$ cat src/rtl/seg_scan_ctrl.sv
// seg_scan_ctrl: four-digit multiplexed 7-segment scanner with frame-synchronous data update.
// Define SEG_SCAN_BLANK_EN to blank the first BLANK_CYC cycles of each digit slot.
module seg_scan_ctrl #(
  parameter int unsigned CLK_DIV   = 50000,
  parameter int unsigned BLANK_CYC = 16
) (
  input  logic        HCLK,
  input  logic        HRESETn,
  input  logic        load,
  input  logic [15:0] disp_data,
  input  logic [3:0]  dp_mask,
  input  logic [3:0]  digit_en,
  output logic [7:0]  seg_led,
  output logic [3:0]  seg_sel,
  output logic        frame_done
);

  localparam int unsigned CntW = (CLK_DIV > 1) ? $clog2(CLK_DIV) : 1;
  localparam logic [CntW-1:0] CntMax = CntW'(CLK_DIV - 1);

  if (CLK_DIV < 2 || BLANK_CYC >= CLK_DIV) begin : gen_bad_params
    $error("seg_scan_ctrl: illegal CLK_DIV/BLANK_CYC combination");
  end

  logic [CntW-1:0] cnt_q, cnt_d;
  logic [1:0]      idx_q, idx_d;
  logic            tick, wrap;

  logic [15:0] pend_data_q, pend_data_d, act_data_q, act_data_d;
  logic [3:0]  pend_dp_q, pend_dp_d, act_dp_q, act_dp_d;
  logic [3:0]  pend_en_q, pend_en_d, act_en_q, act_en_d;

  logic [7:0] led_q, led_d;
  logic [3:0] sel_q, sel_d;
  logic       done_q, done_d;

  logic [3:0] nibble;
  logic [6:0] seg7;
  logic       blank;

  // Scan timing and frame-synchronous register update
  always_comb begin
    tick  = (cnt_q == CntMax);
    wrap  = tick && (idx_q == 2'd3);
    cnt_d = tick ? '0 : cnt_q + 1'b1;
    idx_d = tick ? idx_q + 2'd1 : idx_q;

    pend_data_d = pend_data_q;
    pend_dp_d   = pend_dp_q;
    pend_en_d   = pend_en_q;
    if (load) begin
      pend_data_d = disp_data;
      pend_dp_d   = dp_mask;
      pend_en_d   = digit_en;
    end

    // pend_*_d already carries a coincident load, so it lands in the active set directly.
    act_data_d = act_data_q;
    act_dp_d   = act_dp_q;
    act_en_d   = act_en_q;
    if (wrap) begin
      act_data_d = pend_data_d;
      act_dp_d   = pend_dp_d;
      act_en_d   = pend_en_d;
    end

    done_d = wrap;
  end

  always_comb begin
    nibble = act_data_q[{idx_q, 2'b00} +: 4];
    seg7   = 7'h00;
    unique case (nibble)
      4'h0: seg7 = 7'h3F;
      4'h1: seg7 = 7'h06;
      4'h2: seg7 = 7'h5B;
      4'h3: seg7 = 7'h4F;
      4'h4: seg7 = 7'h66;
      4'h5: seg7 = 7'h6D;
      4'h6: seg7 = 7'h7D;
      4'h7: seg7 = 7'h07;
      4'h8: seg7 = 7'h7F;
      4'h9: seg7 = 7'h6F;
      4'hA: seg7 = 7'h77;
      4'hB: seg7 = 7'h7C;
      4'hC: seg7 = 7'h39;
      4'hD: seg7 = 7'h5E;
      4'hE: seg7 = 7'h79;
      4'hF: seg7 = 7'h71;
    endcase
  end

  // Outputs lag the index by one cycle, so blanking is judged on the pre-edge count.
  always_comb begin
`ifdef SEG_SCAN_BLANK_EN
    blank = (32'(cnt_q) + 32'd1 <= BLANK_CYC);
`else
    blank = 1'b0;
`endif
    if (blank || !act_en_q[idx_q]) begin
      led_d = 8'hFF;
      sel_d = 4'hF;
    end else begin
      led_d = ~{act_dp_q[idx_q], seg7};
      sel_d = ~(4'b0001 << idx_q);
    end
  end

  always_ff @(posedge HCLK or negedge HRESETn) begin
    if (!HRESETn) begin
      cnt_q       <= '0;
      idx_q       <= 2'd0;
      pend_data_q <= 16'h0000;
      pend_dp_q   <= 4'h0;
      pend_en_q   <= 4'h0;
      act_data_q  <= 16'h0000;
      act_dp_q    <= 4'h0;
      act_en_q    <= 4'h0;
      led_q       <= 8'hFF;
      sel_q       <= 4'hF;
      done_q      <= 1'b0;
    end else begin
      cnt_q       <= cnt_d;
      idx_q       <= idx_d;
      pend_data_q <= pend_data_d;
      pend_dp_q   <= pend_dp_d;
      pend_en_q   <= pend_en_d;
      act_data_q  <= act_data_d;
      act_dp_q    <= act_dp_d;
      act_en_q    <= act_en_d;
      led_q       <= led_d;
      sel_q       <= sel_d;
      done_q      <= done_d;
    end
  end

  assign seg_led    = led_q;
  assign seg_sel    = sel_q;
  assign frame_done = done_q;

endmodule

$ cat config.mk
export PLATFORM = sky130hd
export DESIGN_NAME = seg_scan_ctrl
export DESIGN_NICKNAME = d
export VERILOG_FILES = /design/src/rtl/seg_scan_ctrl.sv
export SDC_FILE = /design/constraint.sdc
export NUM_CORES = 1
export LEC_CHECK = 0
export BUFFER_PORTS_ARGS = -buffer_cell sky130_fd_sc_hd__buf_2
export CELL_PAD_IN_SITES_DETAIL_PLACEMENT = 1
export CELL_PAD_IN_SITES_GLOBAL_PLACEMENT = 2
export CORE_UTILIZATION = 41
export DETAILED_ROUTE_END_ITERATION = 6
export PLACE_DENSITY_LB_ADDON = 0.1
export SETUP_SLACK_MARGIN = 0.2
export SKIP_CTS_REPAIR_TIMING = 1
export SYNTH_ARGS = -nofsm -noshare
export SYNTH_HDL_FRONTEND = slang
export SYNTH_SLANG_ARGS = --single-unit
$ cat constraint.sdc
create_clock -name HCLK -period 3.06 [get_ports HCLK]
set_clock_uncertainty 0.05 [all_clocks]
set_input_delay 0.612 -clock HCLK [delete_from_list [all_inputs] [get_ports HCLK]]
set_output_delay 0.612 -clock HCLK [all_outputs]
set_load 0.005 [all_outputs]
==> impl_metrics.yaml <==
placement:
  port_buffers: 39
  dp_hpwl_um: 4330
  placed_cells: 383
  pre_cts_slack_ns: 0.681
  place.gp.congestion: 0.696
status:
  status: "completed"
sta:
  final_hold_viol_count: 0
  fin_crit_ns: 2.38
  fmax_ghz: 0.420
  setup_viol: 0
  rsz0062_at_grt: "no"
  finalMaxSlewViolations: 0
  slew_headroom_pct: 35.3
  fin_hold_ws_ns: 0.363
  setup_tns_ns: 0
  fin_crit_sh_pct: 77.8
  worst_slew_pin_slew_ns: 0.970
  worst_slack_ns: 0.679
global_routing:
  grt_pass1_wl_um: 10900
  grt_pass1_vias: 2110
  grt_usage_pct: 16.4
  grt_max_degree: 80
  grt-ovfl-total: 0
  antenna_found_initial: 0
synth:
  yosysWarnings: 0
  syn_nets: 285
  synth_cell_types: 36
  synth_compound_area_share_pct: 3.20
  syn_area_per_cell_sq_um: 14.2
  synthArstFlopShare_pct: 100
  yosys.area_share.simple_pct: 8.71
  synth_xor_area_share_pct: 2.99
  ys_seq_area_share_pct: 56.6
  syn_area_sq_um: 3520
  synth-seq-cells: 79
  ys_top_cells_by_count: "67 x dfrtp_1, 28 x mux2_2, 20 x mux2_4, 12 x dfstp_2"
  synth.most_common_cell: "dfrtp_1"
  synthMuxAreaShare_pct: 22.0
  synth-edff-count: 0
  yosys.area_share.adder_pct: 3.91
  ys_top_cells_by_area: "dfrtp_1 48%, dfstp_2 9.0%, mux2_2 9.0%, mux2_4 8.5%, mux4_2 4.5%"
  synth_cells: 247
  synth_top_family_by_area: "multiplexers"
  synth_ff_type: "dfrtp_1"
  synth_top_area_share_pct: 47.6
  synth_largest_area_cell: "dfrtp_1"
cells_and_area:
  layout-drive-gt1-share_pct: 44.2
  stdcell_count: 399
  synthToLayoutAreaGrowth_pct: 15.9
  nets: 327
  n_antenna_cell: 0
drt:
  drt_first_pass_iters: 5
  via_count: 1985
  wl_per_cell_um: 16.0
  via_per_inst: 4.97
  routed_wl_um: 6380
  drc: 0
  drt_iter0_markers: 54
  antenna_left: 0
critical_path:
  endpoint_kind: "flip-flop"
  crit_path_start_kind: "flip-flop"
  crit_arrival_ns: 2.60
  cp.required_ns: 3.28
  path_max_fanout: 9
  path_class: "flip-flop to flip-flop"
cts:
  numClockSinks: 79
  clock_path_buffers: 2
  clk_pin_slew_worst_paths_ns: 0.08
  cts.htree.levels: 3
  insertion_delay_ns: 0.35
  cts_root_buf: "clkbuf_8"
  cts_tree: "yes"
  cts_buffers: 9
floorplanning:
  dieHeight_um: 94.7
  rows: 33
  core-area_sq_um: 8260
  start_util_pct: 42.6
  dieArea_sq_um: 8960
  ios: 40
  dieWidth_um: 94.7
power_and_ir_drop:
  finalPower_mw: 2.29
  peakVddDrop_v: 0.000261
  power.leakage_nw: 1.88
  power.density_nw_per_um2: 562
worst_hold_path:
  hold_class: "input pin to asynchronous set/reset pin"
flow_run:
  maxCapViolations: 0
==> final timing paths <==
kind | start | end | slack (ns) | cells past startpoint
worst max-delay path | idx_q[0]$_DFFE_PN0N_ | seg_led[3]$_DFF_PN1_ | 0.68 | 6
worst min-delay path | HRESETn | pend_data_q[4]$_DFF_PN0_ | 0.36 | 1
worst max register to register | idx_q[0]$_DFFE_PN0N_ | seg_led[3]$_DFF_PN1_ | 0.68 | 6
worst min register to register | cnt_q[0]$_DFF_PN0_ | cnt_q[0]$_DFF_PN0_ | 0.45 | 1
max in group asynchronous | HRESETn | pend_dp_q[0]$_DFF_PN0_ | 1.96 | 1
min in group HCLK | cnt_q[0]$_DFF_PN0_ | cnt_q[0]$_DFF_PN0_ | 0.45 | 1
==> logic make-up after synthesis <==
family	after synthesis
XOR/XNOR	12
buffers and inverters	20
multiplexers	55
adder cells (fa/ha/maj)	11
AND/OR/NAND/NOR	54
AO/OA/AOI/OAI	16
flip-flops	79
==> power by group <==
| group | total, mW | switching [mW] | leakage [nW] | internal, mW |
|---|---|---|---|---|
| Clock | 1.02 | 0.389 | 0.130 | 0.627 |
| Sequential | 1.12 | 0.0180 | 0.967 | 1.10 |
| Combinational | 0.157 | 0.0756 | 0.787 | 0.0816 |
| Total | 2.29 | 0.483 | 1.88 | 1.81 |
==> layout by cell type, fill, tap and decap left out, drive strengths merged, types with 2 or more instances in the layout <==
master / synthesis / layout
a21oi: 3 / 3
buf: 4 / 41
bufinv: 0 / 4
clkbuf: 6 / 9
clkinv: 0 / 2
dfrtp: 67 / 67
dfstp: 12 / 12
ha: 11 / 11
inv: 10 / 10
mux2: 48 / 48
mux4: 7 / 7
nand2: 12 / 12
nand3: 5 / 5
nand4: 2 / 2
nor2: 10 / 10
nor2b: 7 / 7
nor3: 4 / 4
nor4: 4 / 4
o21ai: 4 / 4
o221ai: 4 / 4
or2: 2 / 2
or3: 2 / 2
or4bb: 2 / 2
xnor2: 5 / 5
xor2: 7 / 7
==> registers in the layout, indices dropped and copies added, names as in the netlist <==
signal and flops:
act_data_q 16, seg_led 8, pend_dp_q 4, act_en_q 4, frame_done 1, cnt_q 16, act_dp_q 4, idx_q 2
seg_sel 4, pend_data_q 16, pend_en_q 4
==> metrics by stage <==
stage,area (sq um),utilization [%]
after floorplan,3520,-
after global routing,4080,49.4
after global placement,3810,46.1
after CTS,4080,49.4
after detailed placement,3810,46.1
final,4080,49.4
==> worst max-delay path, stage by stage, from the launching register on <==
cell      delay, ns
dfrtp_1        0.64
mux4_2         0.66
inv_1          0.16
ha_1           0.18
inv_1          0.04
mux4_2         0.43
nand2b_1       0.15
==> area by class of cell <==
cell class | count | area, sq um
Clock buffer | 9 | 124
Clock inverter | 7 | 145
Fill cell | 841 | 4180
Inverter | 10 | 37.5
Multi-Input combinational cell | 148 | 1440
Sequential cell | 79 | 1990
Tap cell | 105 | 131
Timing Repair Buffer | 41 | 213
==> metal layers <==
layer  GRT usage, %  wire length, um  up-vias
met5              0                0        -
met4           7.83               96        0
met3           2.50              187        9
met2           23.6             2810       33
met1           24.1             3290      997
li1               -                -      946
No activity file was read; power rests on OpenSTA's default activity.
